[config.mk]
export PLATFORM = sky130hd
export DESIGN_NAME = dma_copy_master
export DESIGN_NICKNAME = d
export VERILOG_FILES = /design/src/rtl/dma_pkg.sv /design/src/rtl/bus_timeout_counter.sv /design/src/rtl/dma_copy_master.sv
export SDC_FILE = /design/constraint.sdc
export NUM_CORES = 1
export LEC_CHECK = 0
export BUFFER_PORTS_ARGS = -buffer_cell sky130_fd_sc_hd__buf_2
export CORE_MARGIN = 2
export CORE_UTILIZATION = 56
export DETAILED_ROUTE_END_ITERATION = 12
export PLACE_DENSITY = 0.87
export SLEW_MARGIN = 25
export SYNTH_ARGS = -nofsm -noshare
export SYNTH_HDL_FRONTEND = slang
export SYNTH_SLANG_ARGS = --single-unit
[constraint.sdc]
create_clock -name sys_clk -period 3.6 [get_ports sys_clk]
set_input_delay 0 -clock sys_clk [delete_from_list [all_inputs] [get_ports sys_clk]]
set_output_delay 0 -clock sys_clk [all_outputs]
set_load 0.02 [all_outputs]
[src/rtl/dma_pkg.sv]
// Shared definitions for the DMA copy master: FSM state encoding and
// the byte-strobe patterns used to mark read and write requests.
package dma_pkg;

  typedef enum logic [1:0] {
    IDLE = 2'd0,
    RD   = 2'd1,
    WR   = 2'd2,
    FIN  = 2'd3
  } dma_state_e;

  // A read request carries no byte enables; a write covers the full word.
  localparam logic [3:0] C_RD = 4'b0000;
  localparam logic [3:0] C_WR = 4'b1111;

endpackage

[src/rtl/bus_timeout_counter.sv]
// Per-transaction wait counter. Counts cycles while 'enable' is high and
// flags 'expired' on the LIMIT-th consecutive waiting cycle, so the owner
// can abandon the request on that same edge.
module bus_timeout_counter #(
  parameter int LIMIT = 255
) (
  input  logic clk,
  input  logic rst,
  input  logic clear,
  input  logic enable,
  output logic expired
);

  localparam int CW = (LIMIT < 2) ? 1 : $clog2(LIMIT);
  localparam logic [CW-1:0] LAST = CW'(LIMIT - 1);
  localparam logic [CW-1:0] ONE  = CW'(32'd1);

  logic [CW-1:0] count_q;
  logic [CW-1:0] count_d;

  // Next count: clear wins, otherwise advance while waiting and saturate at LAST.
  always_comb begin
    count_d = count_q;
    if (clear) begin
      count_d = {CW{1'b0}};
    end else if (enable && (count_q != LAST)) begin
      count_d = count_q + ONE;
    end else begin
      count_d = count_q;
    end
  end

  // Count register with synchronous reset.
  always_ff @(posedge clk) begin
    if (rst) begin
      count_q <= {CW{1'b0}};
    end else begin
      count_q <= count_d;
    end
  end

  assign expired = enable && (count_q == LAST);

endmodule

[src/rtl/dma_copy_master.sv]
// Word-by-word memory copy engine on a simple valid/ready bus. Each word is
// a read from the source followed by a write to the destination. All bus
// and status outputs are registered and derived from the next state, so
// they change only on clock edges and hold steady while a request stalls.
module dma_copy_master
  import dma_pkg::*;
#(
  parameter int ADDR_W  = 32,
  parameter int CNT_W   = 12,
  parameter int TIMEOUT = 255
) (
  input  logic              sys_clk,
  input  logic              sys_reset,
  input  logic              start,
  input  logic [ADDR_W-1:0] src_addr,
  input  logic [ADDR_W-1:0] dst_addr,
  input  logic [CNT_W-1:0]  word_cnt,
  output logic              busy,
  output logic              done,
  output logic              err,
  output logic              mem_valid,
  output logic [ADDR_W-1:0] mem_addr,
  output logic [31:0]       mem_wdata,
  output logic [3:0]        mem_wstrb,
  input  logic              mem_ready,
  input  logic [31:0]       mem_rdata
);

  localparam logic [ADDR_W-1:0] ADDR_STEP = ADDR_W'(32'd4);
  localparam logic [CNT_W-1:0]  CNT_ONE   = CNT_W'(32'd1);
  localparam logic [CNT_W-1:0]  CNT_ZERO  = {CNT_W{1'b0}};

  dma_state_e        state_q, state_d;
  logic [ADDR_W-1:0] src_q, src_d;
  logic [ADDR_W-1:0] dst_q, dst_d;
  logic [CNT_W-1:0]  cnt_q, cnt_d;
  logic [31:0]       data_q, data_d;
  logic              err_q, err_d;
  logic              busy_q, busy_d;
  logic              done_q, done_d;
  logic              mem_valid_q, mem_valid_d;
  logic [ADDR_W-1:0] mem_addr_q, mem_addr_d;
  logic [31:0]       mem_wdata_q, mem_wdata_d;
  logic [3:0]        mem_wstrb_q, mem_wstrb_d;

  logic              in_xfer;
  logic              tmo_clear;
  logic              tmo_enable;
  logic              tmo_expired;

  // A request is outstanding in RD and WR only, so mem_ready elsewhere is ignored.
  assign in_xfer    = (state_q == RD) || (state_q == WR);
  assign tmo_enable = in_xfer && !mem_ready;
  assign tmo_clear  = !in_xfer || mem_ready;

  bus_timeout_counter #(
    .LIMIT (TIMEOUT)
  ) u_timeout (
    .clk     (sys_clk),
    .rst     (sys_reset),
    .clear   (tmo_clear),
    .enable  (tmo_enable),
    .expired (tmo_expired)
  );

  // Next-state and datapath update for the copy sequencer.
  always_comb begin
    state_d = state_q;
    src_d   = src_q;
    dst_d   = dst_q;
    cnt_d   = cnt_q;
    data_d  = data_q;
    err_d   = err_q;
    case (state_q)
      IDLE: begin
        if (start) begin
          err_d = 1'b0;
          if (word_cnt != CNT_ZERO) begin
            src_d   = src_addr;
            dst_d   = dst_addr;
            cnt_d   = word_cnt;
            state_d = RD;
          end else begin
            state_d = FIN;
          end
        end else begin
          state_d = IDLE;
        end
      end
      RD: begin
        if (mem_ready) begin
          data_d  = mem_rdata;
          state_d = WR;
        end else if (tmo_expired) begin
          err_d   = 1'b1;
          state_d = FIN;
        end else begin
          state_d = RD;
        end
      end
      WR: begin
        if (mem_ready) begin
          src_d   = src_q + ADDR_STEP;
          dst_d   = dst_q + ADDR_STEP;
          cnt_d   = cnt_q - CNT_ONE;
          state_d = (cnt_q == CNT_ONE) ? FIN : RD;
        end else if (tmo_expired) begin
          err_d   = 1'b1;
          state_d = FIN;
        end else begin
          state_d = WR;
        end
      end
      FIN: begin
        state_d = IDLE;
      end
      default: begin
        state_d = IDLE;
      end
    endcase
  end

  // Registered bus/status outputs, computed from the state being entered.
  always_comb begin
    mem_valid_d = 1'b0;
    mem_addr_d  = mem_addr_q;
    mem_wdata_d = mem_wdata_q;
    mem_wstrb_d = mem_wstrb_q;
    busy_d      = 1'b0;
    done_d      = 1'b0;
    case (state_d)
      RD: begin
        mem_valid_d = 1'b1;
        mem_addr_d  = src_d;
        mem_wstrb_d = C_RD;
        busy_d      = 1'b1;
      end
      WR: begin
        mem_valid_d = 1'b1;
        mem_addr_d  = dst_d;
        mem_wdata_d = data_d;
        mem_wstrb_d = C_WR;
        busy_d      = 1'b1;
      end
      FIN: begin
        done_d = 1'b1;
      end
      IDLE: begin
        mem_valid_d = 1'b0;
      end
      default: begin
        mem_valid_d = 1'b0;
      end
    endcase
  end

  // State and output registers with synchronous reset.
  always_ff @(posedge sys_clk) begin
    if (sys_reset) begin
      state_q     <= IDLE;
      src_q       <= {ADDR_W{1'b0}};
      dst_q       <= {ADDR_W{1'b0}};
      cnt_q       <= CNT_ZERO;
      data_q      <= 32'h0000_0000;
      err_q       <= 1'b0;
      busy_q      <= 1'b0;
      done_q      <= 1'b0;
      mem_valid_q <= 1'b0;
      mem_addr_q  <= {ADDR_W{1'b0}};
      mem_wdata_q <= 32'h0000_0000;
      mem_wstrb_q <= 4'b0000;
    end else begin
      state_q     <= state_d;
      src_q       <= src_d;
      dst_q       <= dst_d;
      cnt_q       <= cnt_d;
      data_q      <= data_d;
      err_q       <= err_d;
      busy_q      <= busy_d;
      done_q      <= done_d;
      mem_valid_q <= mem_valid_d;
      mem_addr_q  <= mem_addr_d;
      mem_wdata_q <= mem_wdata_d;
      mem_wstrb_q <= mem_wstrb_d;
    end
  end

  assign busy      = busy_q;
  assign done      = done_q;
  assign err       = err_q;
  assign mem_valid = mem_valid_q;
  assign mem_addr  = mem_addr_q;
  assign mem_wdata = mem_wdata_q;
  assign mem_wstrb = mem_wstrb_q;

endmodule

==> flow_metrics.tcl, run 1 <==
set metrics [dict create \
    slew_viol_final 0 \
    synth-edff-count 0 \
    end_kind "flip-flop" \
    cts_setup_buffers 0 \
    worst_slew_pin_slew_ns 1.062 \
    synth-seq-cells 186 \
    fill_cells 1120 \
    grt_pass1_wl_mm 47.17 \
    viasPerCell 6.349 \
    synthArstFlopShare 0 \
    p_leak_nw 4.896 \
    drt-pass1-iter-count 10 \
    yosysMostFrequentCell "dfxtp_1" \
    finalNetCount 1434 \
    clockBufferDepth 2 \
    final_area_um2 11700 \
    vias 9771 \
    grt_max_degree 89 \
    ir_worst_vdd_uv 356.7 \
    drc 0 \
    core_area_um2 16000 \
    seqCellArea_um2 3724 \
    gp_congestion 0.9316 \
    drive_gt1_frac 0.1950 \
    synth_top_area_frac 0.4046 \
    rsz0062_at_grt "false" \
    start_util 0.5751 \
    synthTopCellsByCount "186 x dfxtp_1, 165 x nor2_1, 102 x nand2_1, 60 x clkbuf_1, 45 x a211oi_1" \
    antenna_found_initial 0 \
    rows 46 \
    gr-usage-met2 0.5515 \
    post-route-min-period_ns 3.319 \
    post_drt_wl_per_cell_um 19.16 \
    grt_usage 0.3307 \
    fp.dieH_um 132.2 \
    postSynthAreaPerCell_um2 8.545 \
    start_kind "flip-flop" \
    clock_latency_ns 0.45 \
    clk_pin_slew_ns 0.07 \
    initialDrtViolationCount 1244 \
    cts.sinks 186 \
    dp_hpwl_mm 18.65 \
    synth_ff_type "dfxtp_1" \
    path_max_fanout 19 \
    ys_seq_area_frac 0.4046 \
    criticalPathCategory "flip-flop to flip-flop" \
    multi_input_area_um2 5009 \
    yosysWarnings 0 \
    synthTopCellsByArea "dfxtp_1 40%, nor2_1 6.7%, mux2i_1 4.5%, nand2_1 4.2%, a211oi_1 3.7%" \
    setup_tns_ns 0 \
    final_antenna_net_count 0 \
    grtUsageMet1 0.4098 \
    numCtsBuffers 17 \
    io_buffers 183 \
    top_usage_layer "met2" \
    synth_nets 1200 \
    grt_use_met3 0.07266 \
    hp-class "input pin to flip-flop" \
    ios 184 \
    syn_inst 1077 \
    finalHoldViolCount 0 \
    period_share 0.9220 \
    cap_violations 0 \
    cts-root-buf "clkbuf_16" \
    dieArea_um2 17470 \
    required_ns 3.99 \
    status "finished, final reports clean" \
    syn_to_final_growth_pct 27.11 \
    skew_ns 0.01444 \
    max_freq_mhz 301.3 \
    wl_mm 29.49 \
    n_antenna_cell 0 \
    first_global_vias 9395 \
    synth_area_um2 9203 \
    htreeDepth 4 \
    dieWidth_um 132.2 \
    globalRouteOverflowTotal 0 \
    yosys.area.top_type "dfxtp_1" \
    slew_headroom 0.2894 \
    power_density_nw_per_um2 427.9 \
    dpl_cell_area_um2 10150 \
    ys_types 68 \
    setup_viol 0 \
    arrival_ns 3.71 \
    cts_tree "built" \
]
stage by stage:
stage | utilization | total power (W) | instances | hold slack, ns | setup slack [ns]
finish | 0.7311 | 0.005006 | 1539 | 0.03510 | 0.2808
global route | 0.7311 | 0.005168 | 1539 | 0.04399 | 0.03934
CTS | 0.7311 | 0.004966 | 1539 | 0.003688 | 0.3548
detailed placement | 0.6342 | 0.003051 | 1411 | 0.2628 | 0.3915
global placement | 0.6342 | 0.003029 | 1411 | 0.2576 | 0.5362
floorplan | - | 0.002802 | 1077 | 0.1535 | 0.3980
flip-flops by register name (all words and copies together), names as in the netlist:
| signal | count |
|---|---|
| data_q | 32 |
| dst_q | 32 |
| mem_addr | 32 |
| mem_wdata | 32 |
| src_q | 32 |
| cnt_q | 12 |
| u_timeout.count_q | 8 |
| state_q | 2 |
| done | 1 |
| err | 1 |
| mem_valid | 1 |
| mem_wstrb | 1 |
power breakdown:
part / switching, W / internal [W]
logic: 0.000474 / 0.000360
registers: 0.000117 / 0.00217
clock network: 0.000896 / 0.000984
layout by cell type, fill, tap and decap left out, drive strengths merged, types with 11 or more instances in the layout:
master,count
xnor2,22
mux2i,41
dlygate4sd3,97
a311oi,11
nor3,17
a21oi,38
dfxtp,186
nand3,36
or4,12
nand2,102
nor4,13
nand3b,16
nand4,29
clkbuf,18
a22o,12
inv,22
a222oi,19
o21ai,15
a211oi,45
ha,11
o22ai,11
and3,22
buf,204
o221ai,15
nor2,165
final cells by class:
class                      instances  share of cell area
clock buffer                      18             0.03669
clock inverter                    13             0.01284
inverter                          15            0.004813
multi-input combinational        790              0.4282
sequential                       186              0.3183
tap                              216             0.02310
timing repair buffer             301              0.1761
per-layer routing:
| layer | routed length, um | up-vias |
|---|---|---|
| met1 | 11630 | 4544 |
| li1 | - | 4480 |
| met3 | 2683 | 112 |
| met4 | 1223 | 0 |
| met5 | 0 | - |
| met2 | 13950 | 635 |
logic make-up (layout without fill, tap and decap cells):
family | after synthesis | after routing | share of synthesized area
AOI/OAI and AO/OA | 252 | 252 | 0.2118
xor gates and xnor gates | 32 | 32 | 0.03045
adders and majority gates | 11 | 11 | 0.01496
buffers and inverters | 101 | 347 | 0.05343
DFF | 186 | 186 | 0.4046
muxes | 44 | 44 | 0.04827
and+or+nand+nor | 451 | 451 | 0.2364
worst max-delay path: stages (launching register included):
cell	delay [ns]
dfxtp_1	0.32
inv_1	0.12
ha_1	0.16
nand3_1	0.09
nor2_1	0.29
a21o_1	0.20
a21oi_1	0.08
o32ai_1	0.40
ha_2	0.51
or3_1	0.71
o22ai_1	0.30
a21o_1	0.10
worst paths after layout:
| check | start | end | slack (ns) | cells past startpoint |
|---|---|---|---|---|
| worst max-delay path | u_timeout.count_q[0]$_SDFFE_PP0P_ | mem_addr[15]$_SDFFE_PP0P_ | 0.28 | 11 |
| worst min-delay path | word_cnt[8] | cnt_q[8]$_SDFFE_PP0P_ | 0.04 | 4 |
| worst max register to register | u_timeout.count_q[0]$_SDFFE_PP0P_ | mem_addr[15]$_SDFFE_PP0P_ | 0.28 | 11 |
| worst min register to register | mem_wdata[22]$_SDFFE_PP0P_ | mem_wdata[22]$_SDFFE_PP0P_ | 0.49 | 2 |
repair_timing:
| item | CTS | global route |
|---|---|---|
| hold buffers | 97 | 0 |
| gates resized for setup | 0 | 0 |
| endpoints found under the hold margin | 143 | 0 |
| setup endpoints to repair | 0 | 0 |
No activity file was read; power rests on OpenSTA's default activity.
==> inputs of run 2 (changes only) <==
--- a/config.mk
+++ b/config.mk
@@ -5,8 +5,7 @@
 export SDC_FILE = /design/constraint.sdc
 export NUM_CORES = 1
 export LEC_CHECK = 0
-export BUFFER_PORTS_ARGS = -buffer_cell sky130_fd_sc_hd__buf_2
-export CORE_MARGIN = 2
+export BUFFER_PORTS_ARGS = -buffer_cell sky130_fd_sc_hd__buf_4
 export CORE_UTILIZATION = 56
 export DETAILED_ROUTE_END_ITERATION = 12
 export PLACE_DENSITY = 0.87
==> run 2 against run 1 <==
Net effect:
- critical path depth increased by 2
- non-clock buffer count unchanged
- design area grew 4.2%
- cell count about the same
- largest power group unchanged
- die area decreased by 3.0%
- worst hold slack got worse by 0.014 ns
- clock skew shrank 0.00058 ns
- power rose by 2.3%
==> flow_metrics.tcl, run 2 (same netlist as run 1, synthesis figures left out) <==
set metrics [dict create \
    status "finished, final reports clean" \
    syn_to_final_growth_pct 32.47 \
    finalPower_w 0.005121 \
    hp-class "input pin to flip-flop" \
    required_ns 3.95 \
    final_antenna_net_count 0 \
    htreeDepth 4 \
    layout_commonest_cell "buf_4" \
    setup_viol 0 \
    first_global_vias 9196 \
    drc 0 \
    io_buffers 183 \
    max_freq_mhz 294.4 \
    ir_worst_vdd_uv 382.2 \
    cts.sinks 186 \
    end_kind "flip-flop" \
    cts_resized 0 \
    setup_tns_ns 0 \
    hold_ws_ns 0.02076 \
    drive_gt1_frac 0.1949 \
    post_drt_wl_per_cell_um 19.51 \
    rsz0062_at_grt "false" \
    slew_viol_final 0 \
    clockBufferDepth 2 \
    start_util 0.5772 \
    final_cell_mix "201 x buf_4, 186 x dfxtp_1, 165 x nor2_1, 101 x nand2_1, 99 x dlygate4sd3_1" \
    worst_slew_pin_slew_ns 1.020 \
    r2r_start "u_timeout.count_q[0]$_SDFFE_PP0P_" \
    grt_pass1_wl_mm 46.15 \
    antenna_found_initial 0 \
    core_area_um2 15940 \
    hold_buffers 99 \
    dp_hpwl_mm 18.69 \
    power_density_nw_per_um2 420.1 \
    slew_headroom 0.3176 \
    path_max_fanout 45 \
    cts_tree "built" \
    wl_mm 30.04 \
    final_area_um2 12190 \
    max_stage_delay_ns 0.48 \
    crit_slowest_cell "buf_4" \
    period_share 0.9435 \
    start_kind "flip-flop" \
    cts_setup_buffers 0 \
    crit_path_start "u_timeout.count_q[0]$_SDFFE_PP0P_" \
    p_leak_nw 5.002 \
    skew_ns 0.01386 \
    numCtsBuffers 17 \
    n_antenna_cell 0 \
    dieWidth_um 130.2 \
    viasPerCell 6.427 \
    drt-pass1-iter-count 7 \
    ios 184 \
    grt_usage 0.3519 \
    cts-root-buf "clkbuf_16" \
    dpl_cell_area_um2 10590 \
    min-delay-start "src_addr[27]" \
    post-route-min-period_ns 3.397 \
    arrival_ns 3.74 \
    finalHoldViolCount 0 \
    grt_max_degree 69 \
    clock_latency_ns 0.44 \
    critical_path.top_delay_family "compound AO/OA/AOI/OAI gates" \
    finalNetCount 1434 \
    crit_buf_inv 3 \
    clk_pin_slew_ns 0.08 \
    cap_violations 0 \
    dieArea_um2 16950 \
    vias 9898 \
    fp.dieH_um 130.2 \
    globalRouteOverflowTotal 0 \
    gp_congestion 0.9563 \
    rows 46 \
    criticalPathCategory "flip-flop to flip-flop" \
    initialDrtViolationCount 1353 \
    path_cells "inv_1 > ha_1 > nand3_1 > nor2_1 > a21o_1 > a21oi_1 > o32ai_1 > ha_2 > buf_4 > buf_4 > a221o_1 > a21oi_1 > o32ai_1" \
]
[run 2: cell count changes in the layout (fill, tap and decap cells not counted), sizes merged]
cell,change
buf,-2
dlygate4sd3,+2
inv,+2
bufinv,-1
clkbuf,-1
clkinv,+1
[run 2: worst min-delay path, cell delays in order]
cell	delay [ns]
buf_4	0.10
a22oi_1	0.09
o311a_1	0.16
nor2_1	0.08
[run 2: routing by layer]
layer,part of all wire,GRT usage,vias to the layer above
li1,-,-,4490
met1,0.38,0.4275,4607
met2,0.46,0.5641,651
met3,0.095,0.08446,150
met4,0.057,0.2148,0
met5,0,0,-
[run 2: layout make-up]
type,instances,area [um^2]
multi-input combinational,790,5009
clock buffer,17,425.4
fill,1055,3752
clock inverter,15,186.4
tap,216,270.3
timing repair buffer,301,2520
sequential,186,3724
inverter,15,56.30
[run 2: path summary, 6_finish.rpt]
path	cells past startpoint	slack, ns	endpoint
hold / removal	4	0.02	src_q[27]$_SDFF_PP0_
hold reg to reg	2	0.48	mem_addr[7]$_SDFFE_PP0P_
setup / recovery	13	0.20	mem_addr[25]$_SDFFE_PP0P_
setup reg to reg	13	0.20	mem_addr[25]$_SDFFE_PP0P_
[run 2: stage by stage]
step / worst slack, ns / instances / utilization
6_report: 0.2034 / 1540 / 0.7646
5_1_grt: 0.01367 / 1540 / 0.7646
4_1_cts: 0.2913 / 1540 / 0.7646
2_1_floorplan: 0.3980 / 1077 / -
3_3_place_gp: 0.4696 / 1409 / 0.6641
3_5_place_dp: 0.3526 / 1409 / 0.6641
[run 2: report_power, final]
part           leakage [nW]  internal, W  switching [W]
logic                  3.19     0.000415       0.000484
clock network         0.298     0.000955       0.000974
registers              1.52      0.00217       0.000119
